## config.mk

```make
export PLATFORM = sky130hd
export DESIGN_NAME = load_store_unit
export DESIGN_NICKNAME = d
export VERILOG_FILES = /design/src/rtl/load_store_unit.sv
export SDC_FILE = /design/constraint.sdc
export NUM_CORES = 1
export LEC_CHECK = 0
export CORE_ASPECT_RATIO = 1.5
export CORE_MARGIN = 2
export CORE_UTILIZATION = 46
export CTS_BUF_LIST = sky130_fd_sc_hd__clkbuf_8
export DETAILED_ROUTE_END_ITERATION = 12
export PLACE_DENSITY = 0.77
export SKIP_CTS_REPAIR_TIMING = 1
export SLEW_MARGIN = 25
export SYNTH_ARGS = -nofsm -noshare
export SYNTH_HDL_FRONTEND = slang
export SYNTH_SLANG_ARGS = --single-unit
```

## constraint.sdc

```tcl
create_clock -name clk -period 4.6 [get_ports clk]
set_clock_uncertainty 0.05 [all_clocks]
set_input_delay 0.69 -clock clk [delete_from_list [all_inputs] [get_ports clk]]
set_output_delay 0.69 -clock clk [all_outputs]
set_load 0.05 [all_outputs]
```

## src/rtl/load_store_unit.sv

```systemverilog
// load_store_unit: MEM-stage front end for a word-wide data memory.
// Checks alignment, performs loads with lane extraction/extension, and turns
// byte/half stores into read-modify-write cycles. One request in flight at a time.
module load_store_unit #(
  parameter bit ERR_ON_MISALIGN = 1'b1
) (
  input  logic        clk,
  input  logic        rst_n,
  input  logic        req_valid,
  output logic        req_ready,
  input  logic        req_store,
  input  logic [1:0]  req_size,
  input  logic        req_unsigned,
  input  logic [31:0] req_addr,
  input  logic [31:0] req_wdata,
  output logic        resp_valid,
  output logic        resp_err,
  output logic [31:0] resp_data,
  output logic [31:0] dm_addr,
  output logic [31:0] dm_write_data,
  output logic        dm_mem_write,
  output logic        dm_mem_read,
  input  logic [31:0] dm_read_data
);

  typedef enum logic [2:0] {
    IDLE, LOAD, WRITE, RMW_RD, RMW_WR, RESP, ERROR
  } state_t;

  state_t      state;
  logic [1:0]  size_q;
  logic [1:0]  off_q;
  logic        uns_q;
  logic [31:0] wdata_q;
  logic        rd_q;
  logic        wr_q;
  logic        bad;
  logic [31:0] eff_addr;

  // Pick the addressed lane out of a memory word and sign/zero-extend it
  function automatic logic [31:0] lane_extract(input logic [31:0] word,
                                               input logic [1:0]  off,
                                               input logic [1:0]  size,
                                               input logic        uns);
    logic [31:0]        shifted;
    logic signed [7:0]  b;
    logic signed [15:0] h;
    shifted = word >> {off, 3'b000};
    b = shifted[7:0];
    h = shifted[15:0];
    case (size)
      2'b00:   lane_extract = uns ? {24'd0, b} : {{24{b[7]}}, b};
      2'b01:   lane_extract = uns ? {16'd0, h} : {{16{h[15]}}, h};
      default: lane_extract = word;
    endcase
  endfunction

  // Replace the addressed byte/half lane of a memory word with store data
  function automatic logic [31:0] lane_merge(input logic [31:0] word,
                                             input logic [1:0]  off,
                                             input logic [1:0]  size,
                                             input logic [31:0] wdata);
    logic [31:0] mask;
    logic [31:0] data;
    if (size == 2'b00) begin
      mask = 32'h0000_00FF << {off, 3'b000};
      data = {24'd0, wdata[7:0]} << {off, 3'b000};
    end else begin
      mask = 32'h0000_FFFF << {off[1], 4'b0000};
      data = {16'd0, wdata[15:0]} << {off[1], 4'b0000};
    end
    lane_merge = (word & ~mask) | data;
  endfunction

  // Alignment check; with errors disabled the low address bits are forced aligned
  always_comb begin
    bad      = 1'b0;
    eff_addr = req_addr;
    case (req_size)
      2'b00: begin
      end
      2'b01: begin
        if (req_addr[0]) begin
          if (ERR_ON_MISALIGN) bad = 1'b1;
          else                 eff_addr[0] = 1'b0;
        end
      end
      2'b10: begin
        if (req_addr[1:0] != 2'b00) begin
          if (ERR_ON_MISALIGN) bad = 1'b1;
          else                 eff_addr[1:0] = 2'b00;
        end
      end
      default: bad = 1'b1;
    endcase
  end

  // Strobes are gated by reset so an in-flight write is dropped on reset
  assign req_ready    = (state == IDLE) & rst_n;
  assign dm_mem_read  = rd_q & rst_n;
  assign dm_mem_write = wr_q & rst_n;

  // Sequencer: every output is registered one state ahead of the cycle it applies to
  always_ff @(posedge clk) begin
    if (!rst_n) begin
      state         <= IDLE;
      resp_valid    <= 1'b0;
      resp_err      <= 1'b0;
      resp_data     <= 32'd0;
      dm_addr       <= 32'd0;
      dm_write_data <= 32'd0;
      rd_q          <= 1'b0;
      wr_q          <= 1'b0;
      size_q        <= 2'b00;
      off_q         <= 2'b00;
      uns_q         <= 1'b0;
      wdata_q       <= 32'd0;
    end else begin
      case (state)
        IDLE: begin
          resp_valid <= 1'b0;
          resp_err   <= 1'b0;
          if (req_valid) begin
            size_q  <= req_size;
            off_q   <= eff_addr[1:0];
            uns_q   <= req_unsigned;
            wdata_q <= req_wdata;
            if (bad) begin
              state      <= ERROR;
              resp_valid <= 1'b1;
              resp_err   <= 1'b1;
              resp_data  <= 32'd0;
            end else begin
              dm_addr <= {2'b00, eff_addr[31:2]};
              if (!req_store) begin
                state <= LOAD;
                rd_q  <= 1'b1;
              end else if (req_size == 2'b10) begin
                state         <= WRITE;
                wr_q          <= 1'b1;
                dm_write_data <= req_wdata;
              end else begin
                state <= RMW_RD;
                rd_q  <= 1'b1;
              end
            end
          end
        end
        LOAD: begin
          resp_data  <= lane_extract(dm_read_data, off_q, size_q, uns_q);
          resp_valid <= 1'b1;
          rd_q       <= 1'b0;
          dm_addr    <= 32'd0;
          state      <= RESP;
        end
        WRITE: begin
          resp_data     <= 32'd0;
          resp_valid    <= 1'b1;
          wr_q          <= 1'b0;
          dm_addr       <= 32'd0;
          dm_write_data <= 32'd0;
          state         <= RESP;
        end
        RMW_RD: begin
          dm_write_data <= lane_merge(dm_read_data, off_q, size_q, wdata_q);
          rd_q          <= 1'b0;
          wr_q          <= 1'b1;
          state         <= RMW_WR;
        end
        RMW_WR: begin
          resp_data     <= 32'd0;
          resp_valid    <= 1'b1;
          wr_q          <= 1'b0;
          dm_addr       <= 32'd0;
          dm_write_data <= 32'd0;
          state         <= RESP;
        end
        default: begin
          resp_valid <= 1'b0;
          resp_err   <= 1'b0;
          state      <= IDLE;
        end
      endcase
    end
  end

endmodule
```

==> run metrics <==
post-DP HPWL=14500 µm; routing usage on met2=50.6%; worst hold slack=417 ps; sequential share of the synthesized area=40.5%; GRT Util Overall=27.2%; Post-Synthesis Cell Area=6030 µm²; Max stage delay on crit path=710 ps; Avg Cell Area, Syn=8.55 µm²; worst min-delay path startpoint=wdata_q[13]; worst path cell trace=clkdlybuf4s50_1 -> nor3_1 -> o2111a_1 -> buf_4 -> nand2b_1 -> buf_4 -> a31oi_1; cts bufs inserted=17; placed cells=1002; Die Y-Extent=144 µm; total number of vias=6077; Top Ports=204; max-cap violations=0; RSZ-0062 raised after global routing=false; Starting DRT DRC Count=536; Max IR drop VDD=0.294 mV; critical path required time=4860 ps; crit path DAT=3380 ps; initial antenna violation count=0; Root Buffer=clkbuf_8; DRT Pass-1 Iters=5; synth unique cells=54; slew margin rel.=29.3%; Synth area leader=dfxtp_1; total negative slack=0 ps; clock latency on the worst-skew pair=440 ps; CTS tree=yes; port bufs=201; Synth top area share=40.5%; initial core utilization=46.8%; CTS Sinks=122; clock buffer depth=2; # DRC=0; Final ANT Viol Nets=0; max-slew violation count=0; width of the die=97.5 µm; number of synthesized flops with an enable pin=0; average wire per standard cell=19.2 µm; CTS clk-pin slew, worst paths=80 ps; share of cells above drive strength 1=8.34%; critical path launch point type=primary input; pin slew with the least headroom to its limit=1060 ps; Lkg Pwr=0.00310 µW; status=completed; Synth Register Bits=122; GR Layer Usage met1=29.9%; # setup viols final=0; critical path class=in -> reg; number of global-route vias before repair=5879; reg2reg setup slack=1730 ps; first-pass GRT wire length=30600 µm; CP Max Fanout=33; largest cells by area after synthesis=dfxtp_1, nand2_1, a21boi_0, a21boi_1, o221a_2; synth-to-layout area growth=40.0%; via/cell ratio=5.88; global routing usage on met3=7.25%; Hold Path Sink=wdata_q[13]; GR peak layer=met2; top_reg_cell synth=dfxtp_1; Worst Hold Depth=2; fmax=321 MHz; Reg-to-Reg Start=state[2]; Post-Syn Instances=705; ys async rst share=0%; Final Hold Viols=0; grt total ovfl=0; Period minus WS final=3120 ps; Diodes inserted=0; num rows=51; Worst Hold Class=reg -> reg; Slowest-stage cell, CP=nand2b_1; pwr dens=616 nW/µm²; worst reg-to-reg path cell count=5; part of the cycle the worst path needs=67.8%; Worst setup EP type=flip-flop; htree depth=4; pin count of the biggest net entering global routing=71; number of synthesis warnings=0; GPL Wtd Cong=0.982; Die ar.=14100 µm²; final WL=19800 µm; Core ar.=12900 µm²; commonest non-fill, non-tap cells in the layout=clkdlybuf4s50_1, dfxtp_1, nand2_1; r2r endpoint=dm_write_data[4]; CP dominant cell by count=buf_4; most common cell after layout, fill and taps aside=clkdlybuf4s50_1; final std cells w/o fill=1034; # nets final=965
-- cells by family (layout without fill, tap and decap cells) --
group / count (synthesis) / in the layout / share of synthesized area, %
buf+inv: 94 / 263 / 6.76
flops: 122 / 122 / 40.5
simple gates: 186 / 186 / 15.7
xor+xnor: 2 / 2 / 0.291
other cells: 1 / 2 / 0.0622
mux: 9 / 9 / 1.54
compound gates: 291 / 291 / 35.1
-- synth_stat cells, drive strengths merged (7+ instances only) --
cell type / instances
a31oi: 17
nand3: 32
nand2: 99
o21a: 18
dfxtp: 122
and3: 9
nor3b: 10
o21ai: 44
a22o: 15
o221a: 20
inv: 21
nor4bb: 8
o2bb2ai: 22
a21oi: 46
a221o: 16
o21bai: 9
buf: 29
o31ai: 17
mux2i: 7
clkbuf: 43
a21boi: 60
-- worst max-delay path by stage --
stage                 from                 to  cells after the start
2_1_floorplan        rst_n          req_ready                      3
3_3_place_gp   req_size[0]  dm_write_data[23]                      7
3_5_place_dp   req_addr[0]   dm_write_data[7]                      7
4_1_cts              rst_n          req_ready                      3
5_1_grt        req_addr[0]  dm_write_data[21]                      7
6_report       req_addr[0]   dm_write_data[4]                      7
-- worst max-delay path, delay by kind of cell --
family                 cells  cell delay [ps]
AND/OR/NAND/NOR            2             1130
AO/OA/AOI/OAI              2              350
buffers and inverters      3             1190
-- through the flow --
step	utilization [%]	area, µm²	power [µW]	setup WS [ps]
floorplan	-	6030	3300	2230
global placement	61.9	7980	4060	1240
detailed placement	61.9	7980	4110	1130
CTS	65.4	8430	5200	1500
global route	65.5	8440	5430	1350
finish	65.5	8440	5200	1480
-- per-layer routing --
| metal | wire length (µm) | vias to the layer above |
|---|---|---|
| met1 | 7500 | 2859 |
| met3 | 1430 | 34 |
| met4 | 416 | 0 |
| met2 | 10500 | 283 |
| li1 | - | 2901 |
| met5 | 0 | - |
-- state kept, by name, summed over array words and instances, names as in the netlist, 2 cells and up --
register / flops
state: 3
resp_data: 32
wdata_q: 16
size_q: 2
dm_write_data: 32
dm_addr: 30
off_q: 2
-- layout make-up --
class | instances | area (µm²)
flip-flops and latches | 122 | 2450
well taps | 159 | 199
repair buffers | 209 | 2070
inverters | 22 | 82.6
fillers | 1094 | 4450
clock inverters | 14 | 204
multi-input cells | 490 | 3200
clock buffers | 18 | 248
-- where the power goes --
group          total (µW)  switching, µW  internal (µW)  leakage (µW)
logic                2490           1620            872       0.00187
registers            1610            274           1340      0.000997
clock network        1090            440            653      0.000227
(Power assumes the default switching activity.)
